==> src/rtl/mips_bus_pkg.sv <==
// Shared definitions for the mips_cpu_bus memory interface.
// Used by both the memory responder and the CPU bus master.
package mips_bus_pkg;

  localparam logic [31:0] RESET_VECTOR = 32'hBFC00000;
  localparam int unsigned CNT_W        = 4;

  typedef enum logic {
    IDLE = 1'b0,
    WAIT = 1'b1
  } bus_state_t;

  // Byte-lane merge: lane i takes new_w when be[i] is set, otherwise keeps old_w.
  function automatic logic [31:0] merge_bytes(input logic [31:0] old_w,
                                              input logic [31:0] new_w,
                                              input logic [3:0]  be);
    logic [31:0] r;
    r = old_w;
    for (int i = 0; i < 4; i++) begin
      if (be[i]) r[8*i +: 8] = new_w[8*i +: 8];
    end
    return r;
  endfunction

endpackage

==> src/rtl/mips_bus_wait_ctrl.sv <==
// Wait-state sequencer: holds waitrequest for WAIT_STATES cycles per request,
// then emits a single-cycle accept strobe aligned with the committing edge.
module mips_bus_wait_ctrl
  import mips_bus_pkg::*;
#(
  parameter int unsigned WAIT_STATES = 0
) (
  input  logic clk,
  input  logic rst_n,
  input  logic req_i,
  output logic waitrequest_c_o,
  output logic accept_c_o
);

  localparam logic [CNT_W-1:0] W_CNT = CNT_W'(WAIT_STATES);

  bus_state_t       state_q, state_d;
  logic [CNT_W-1:0] cnt_q, cnt_d;
  logic             req;

  // A request seen while reset is held must not stall the master.
  assign req = req_i & rst_n;

  always_ff @(posedge clk or negedge rst_n) begin
    if (!rst_n) begin
      state_q <= IDLE;
      cnt_q   <= '0;
    end else begin
      state_q <= state_d;
      cnt_q   <= cnt_d;
    end
  end

  always_comb begin
    state_d         = state_q;
    cnt_d           = cnt_q;
    waitrequest_c_o = 1'b0;
    accept_c_o      = 1'b0;
    case (state_q)
      IDLE: begin
        if (req) begin
          if (W_CNT == '0) begin
            accept_c_o = 1'b1;
          end else begin
            waitrequest_c_o = 1'b1;
            cnt_d           = CNT_W'(1);
            state_d         = WAIT;
          end
        end
      end
      WAIT: begin
        if (!req) begin
          cnt_d   = '0;
          state_d = IDLE;
        end else if (cnt_q < W_CNT) begin
          waitrequest_c_o = 1'b1;
          cnt_d           = cnt_q + CNT_W'(1);
        end else begin
          accept_c_o = 1'b1;
          cnt_d      = '0;
          state_d    = IDLE;
        end
      end
      default: begin
        cnt_d   = '0;
        state_d = IDLE;
      end
    endcase
  end

endmodule

==> src/rtl/mips_bus_mem_responder.sv <==
// Avalon-style memory target for the mips_cpu_bus: wait-state insertion,
// byte-enable write merging, registered reads and illegal-access reporting.
module mips_bus_mem_responder
  import mips_bus_pkg::*;
#(
  parameter logic [31:0] ADDR_BASE   = RESET_VECTOR,
  parameter int unsigned DEPTH_WORDS = 64,
  parameter int unsigned WAIT_STATES = 0
) (
  input  logic        clk,
  input  logic        reset,
  input  logic [31:0] address,
  input  logic        write,
  input  logic        read,
  output logic        waitrequest,
  input  logic [31:0] writedata,
  input  logic [3:0]  byteenable,
  output logic [31:0] readdata,
  output logic        error
);

  localparam int unsigned IDX_W = (DEPTH_WORDS > 1) ? $clog2(DEPTH_WORDS) : 1;

  logic [31:0]      mem_q [DEPTH_WORDS];
  logic [31:0]      idx;
  logic [IDX_W-1:0] widx;
  logic             in_range, is_zero, misaligned, conflict;
  logic             accept, mem_we, err_cond;
  logic [31:0]      readdata_q, readdata_d;
  logic             error_q, error_d;

  mips_bus_wait_ctrl #(
    .WAIT_STATES (WAIT_STATES)
  ) u_wait_ctrl (
    .clk             (clk),
    .rst_n           (reset),
    .req_i           (read | write),
    .waitrequest_c_o (waitrequest),
    .accept_c_o      (accept)
  );

  // Address decode; subtraction wraps in 32 bits so addresses below the base fail the range test.
  assign idx        = (address - ADDR_BASE) >> 2;
  assign widx       = idx[IDX_W-1:0];
  assign in_range   = (address >= ADDR_BASE) && (idx < 32'(DEPTH_WORDS));
  assign is_zero    = (address == 32'h0);
  assign misaligned = (address[1:0] != 2'b00);
  assign conflict   = read & write;

  // Address 0 is a silent null access; other bad accesses still handshake but flag an error.
  assign err_cond = conflict | (~is_zero & (~in_range | misaligned));
  assign mem_we   = accept & write & ~read & in_range & ~is_zero;

  always_comb begin
    readdata_d = readdata_q;
    error_d    = accept & err_cond;
    if (accept && read && !write) begin
      readdata_d = (in_range && !is_zero) ? mem_q[widx] : 32'h0;
    end
  end

  always_ff @(posedge clk or negedge reset) begin
    if (!reset) begin
      readdata_q <= '0;
      error_q    <= 1'b0;
    end else begin
      readdata_q <= readdata_d;
      error_q    <= error_d;
    end
  end

  // Storage is deliberately not reset so an image survives a CPU reset.
  always_ff @(posedge clk) begin
    if (mem_we) mem_q[widx] <= merge_bytes(mem_q[widx], writedata, byteenable);
  end

  assign readdata = readdata_q;
  assign error    = error_q;

endmodule

==> config.mk <==
export PLATFORM = sky130hd
export DESIGN_NAME = mips_bus_mem_responder
export DESIGN_NICKNAME = d
export VERILOG_FILES = /design/src/rtl/mips_bus_pkg.sv /design/src/rtl/mips_bus_wait_ctrl.sv /design/src/rtl/mips_bus_mem_responder.sv
export SDC_FILE = /design/constraint.sdc
export NUM_CORES = 2
export LEC_CHECK = 0
export ABC_AREA = 1
export CAP_MARGIN = 20
export CELL_PAD_IN_SITES_DETAIL_PLACEMENT = 2
export CELL_PAD_IN_SITES_GLOBAL_PLACEMENT = 2
export CORE_ASPECT_RATIO = 0.75
export CORE_MARGIN = 1
export CORE_UTILIZATION = 43
export CTS_CLUSTER_DIAMETER = 80
export CTS_CLUSTER_SIZE = 8
export DETAILED_ROUTE_END_ITERATION = 8
export PLACE_DENSITY_LB_ADDON = 0.1
export SYNTH_ARGS = -nofsm -noshare
export SYNTH_HDL_FRONTEND = slang
export SYNTH_SLANG_ARGS = --single-unit
==> constraint.sdc <==
create_clock -name clk -period 3 [get_ports clk]
set_clock_uncertainty 0.2 [all_clocks]
set_input_delay 0.3 -clock clk [delete_from_list [all_inputs] [get_ports clk]]
set_output_delay 0.3 -clock clk [all_outputs]
set_load 0.01 [all_outputs]
==> impl_metrics.json <==
{
  "drtPass1Iterations": 5,
  "cp_max_fo": 32,
  "finalWirelength_mm": 361.9,
  "worst_slew_pin_slew_ns": 0.7266,
  "p_sw_share_pct": 24.02,
  "grt_pass1_wl_mm": 517.6,
  "worstSetupStartpointType": "register",
  "setup_viol": 0,
  "num_vias": 65246,
  "maxCapViolations": 0,
  "p_sw_uw": 16650,
  "area_growth_pct": 23.78,
  "grt_pass1_vias": 71321,
  "wl_per_cell_um": 33.38,
  "grt_max_degree": 73,
  "combPwrFrac_pct": 8.3,
  "cts.sink_count": 2081,
  "synthTopCellsByArea": "edfxtp_1, nand2_1, nor2_1",
  "antenna_left": 0,
  "ys_ff_latch": 2081,
  "fmax_ghz": 0.3674,
  "required_ns": 3.40,
  "syn-mean-instance-area_sq_um": 11.33,
  "overflow": 0,
  "netlist_instances": 7505,
  "tns_ns": 0,
  "fin_crit_ns": 2.722,
  "cts_max_level": 5,
  "maxSlewViolCount": 0,
  "drt_iter0_drc": 7275,
  "grt-busiest-layer": "met2",
  "vias_per_cell": 6.020,
  "cellLeakagePower_uw": 0.04101,
  "async_reset_ff_share_pct": 1.586,
  "criticalPathCategory": "register to register",
  "seqCellArea_sq_um": 62320,
  "fp.dieArea_sq_um": 199600,
  "rsz0062_at_grt": "false",
  "cts_root_buf": "clkbuf_16",
  "core.rowCount": 140,
  "dp_hpwl_mm": 230.2,
  "p_seq_share_pct": 46.9,
  "synthFlopType": "edfxtp_1",
  "relSlewSlack_pct": 51.50,
  "worstSetupEndpointType": "register",
  "die_x_um": 515.6,
  "rrSetupSlack_ns": 0.28,
  "hp-class": "input pin to register",
  "p_per_area_nw_per_um2": 658.6,
  "grt_use_met2_pct": 59.87,
  "ys_warn_count": 0,
  "drc": 0,
  "power_frac_clock_pct": 44.8,
  "ios": 106,
  "gp_congestion": 0.8382,
  "path_clk_slew_ns": 0.06,
  "use_met3_pct": 5.868,
  "status": "completed",
  "antenna_found_initial": 22,
  "final_common_cell": "nand2_1",
  "die_height_um": 387.2,
  "synth.largest_area_cell": "edfxtp_1",
  "seq_area_frac_synth_pct": 73.28,
  "grt.total_usage_pct": 36.19,
  "cts_buffer_depth": 4,
  "final_cell_mix": "nand2_1, edfxtp_1, nor2_1",
  "peakVddDrop_mv": 0.6969,
  "numPortBuffers": 104,
  "post_dp_cell_area_sq_um": 97160,
  "final_nets": 8229,
  "cts_buffers": 310,
  "synth_nets": 7577,
  "clkLatencyLatePin_ns": 0.92,
  "core-area_sq_um": 195300,
  "use_met1_pct": 48.05,
  "synth_top_area_share_pct": 72.30,
  "fillCellCount": 18516,
  "final_area_sq_um": 105300,
  "synth_area_sq_um": 85060,
  "multi_input_area_sq_um": 20600,
  "finalHoldViolations": 0,
  "arrival_ns": 3.12,
  "initial_core_util_pct": 43.55,
  "ys_types": 25,
  "p_int_uw": 52680,
  "cts_tree": "done",
  "final_layout_size_suffix_gt1_share_pct": 14.24,
  "fin_crit_sh_pct": 90.73,
  "synth_edf_count": 2048
}
state kept, by name, summed over array words and instances, names as in the netlist:
name      flops
error         1
mem_q      2048
readdata     32
power groups by stage:
stage               Sequential (uW)  Clock (uW)  Combinational (uW)
global placement              33100           0                5280
global route                  32500       32200                5980
detailed placement            33100           0                5580
CTS                           32500       31300                5680
finish                        32500       31000                5760
floorplan                     33200           0                2170
kinds of logic after synthesis:
family          synth area share (%)
compound gates                 1.492
flops                          73.28
buf+inv                        3.269
simple gates                   21.96
other cells                 0.004409
metrics by stage:
stage / std cells / hold WS, ns / total power, uW / util, % / setup WS, ns
after floorplan: 7505 / -0.1956 / 35340 / - / -0.4461
after global placement: 10470 / 0.2286 / 38380 / 49.75 / -0.4619
after detailed placement: 10470 / 0.2237 / 38680 / 49.75 / -0.3592
after CTS: 10838 / 0.06732 / 69540 / 53.90 / 0.3428
after global routing: 10838 / 0.07252 / 70730 / 53.90 / 0.2584
final: 10839 / 0.09998 / 69330 / 53.90 / 0.2780
final timing paths:
| check | start | end | depth (start not counted) |
|---|---|---|---|
| max reg2reg | mem_q[12][15] | mem_q[47][15] | 13 |
| min reg2reg | readdata[14] | readdata[14] | 2 |
| max | mem_q[12][15] | mem_q[47][15] | 13 |
| min | writedata[0] | mem_q[2][0] | 3 |
| max in group asynchronous | reset | readdata[30] | 4 |
| min in group asynchronous | reset | readdata[7] | 4 |
worst max-delay path, stage by stage (launching register included):
cell,delay (ns)
edfxtp_1,0.41
nand2_1,0.11
nand2_1,0.08
nand2_1,0.06
nand2_1,0.09
nand2_1,0.10
nand2_1,0.09
nand2_1,0.21
nand2_1,0.11
nor2_1,0.34
nand2_1,0.14
nand2_1,0.11
nand2_2,0.11
buf_12,0.19
routing by layer:
| layer | share of wire (%) | vias to the layer above |
|---|---|---|
| met2 | 48 | 3006 |
| met3 | 7.7 | 763 |
| li1 | - | 27008 |
| met5 | 0.011 | - |
| met1 | 40 | 34463 |
| met4 | 3.9 | 6 |
cells in the mapped netlist (12+ instances only):
library cell and count:
inv_1 240, edfxtp_1 2048, nand3_1 632, dfrtp_1 33
or2_2 52, o211ai_1 31, buf_1 42, o21ai_1 12
nor2_1 1043, nand2_1 2432, nand4_1 321, buf_2 167
o21ai_0 195, clkbuf_1 230
area by class of cell:
class                      instances  area share [%]
inverter                         242          0.8795
clock buffer                     359           7.624
clock inverter                     7         0.06537
tap                             2627           3.122
timing repair buffer             781           9.539
antenna                            1        0.002377
multi-input combinational       4741           19.57
sequential                      2081           59.20
repair_timing:
item                                   in CTS  in global routing
setup buffers                               0                  0
hold buffers                                2                  0
endpoints found under the hold margin      34                  0
resized for setup                           0                  0
(Power assumes the default switching activity.)
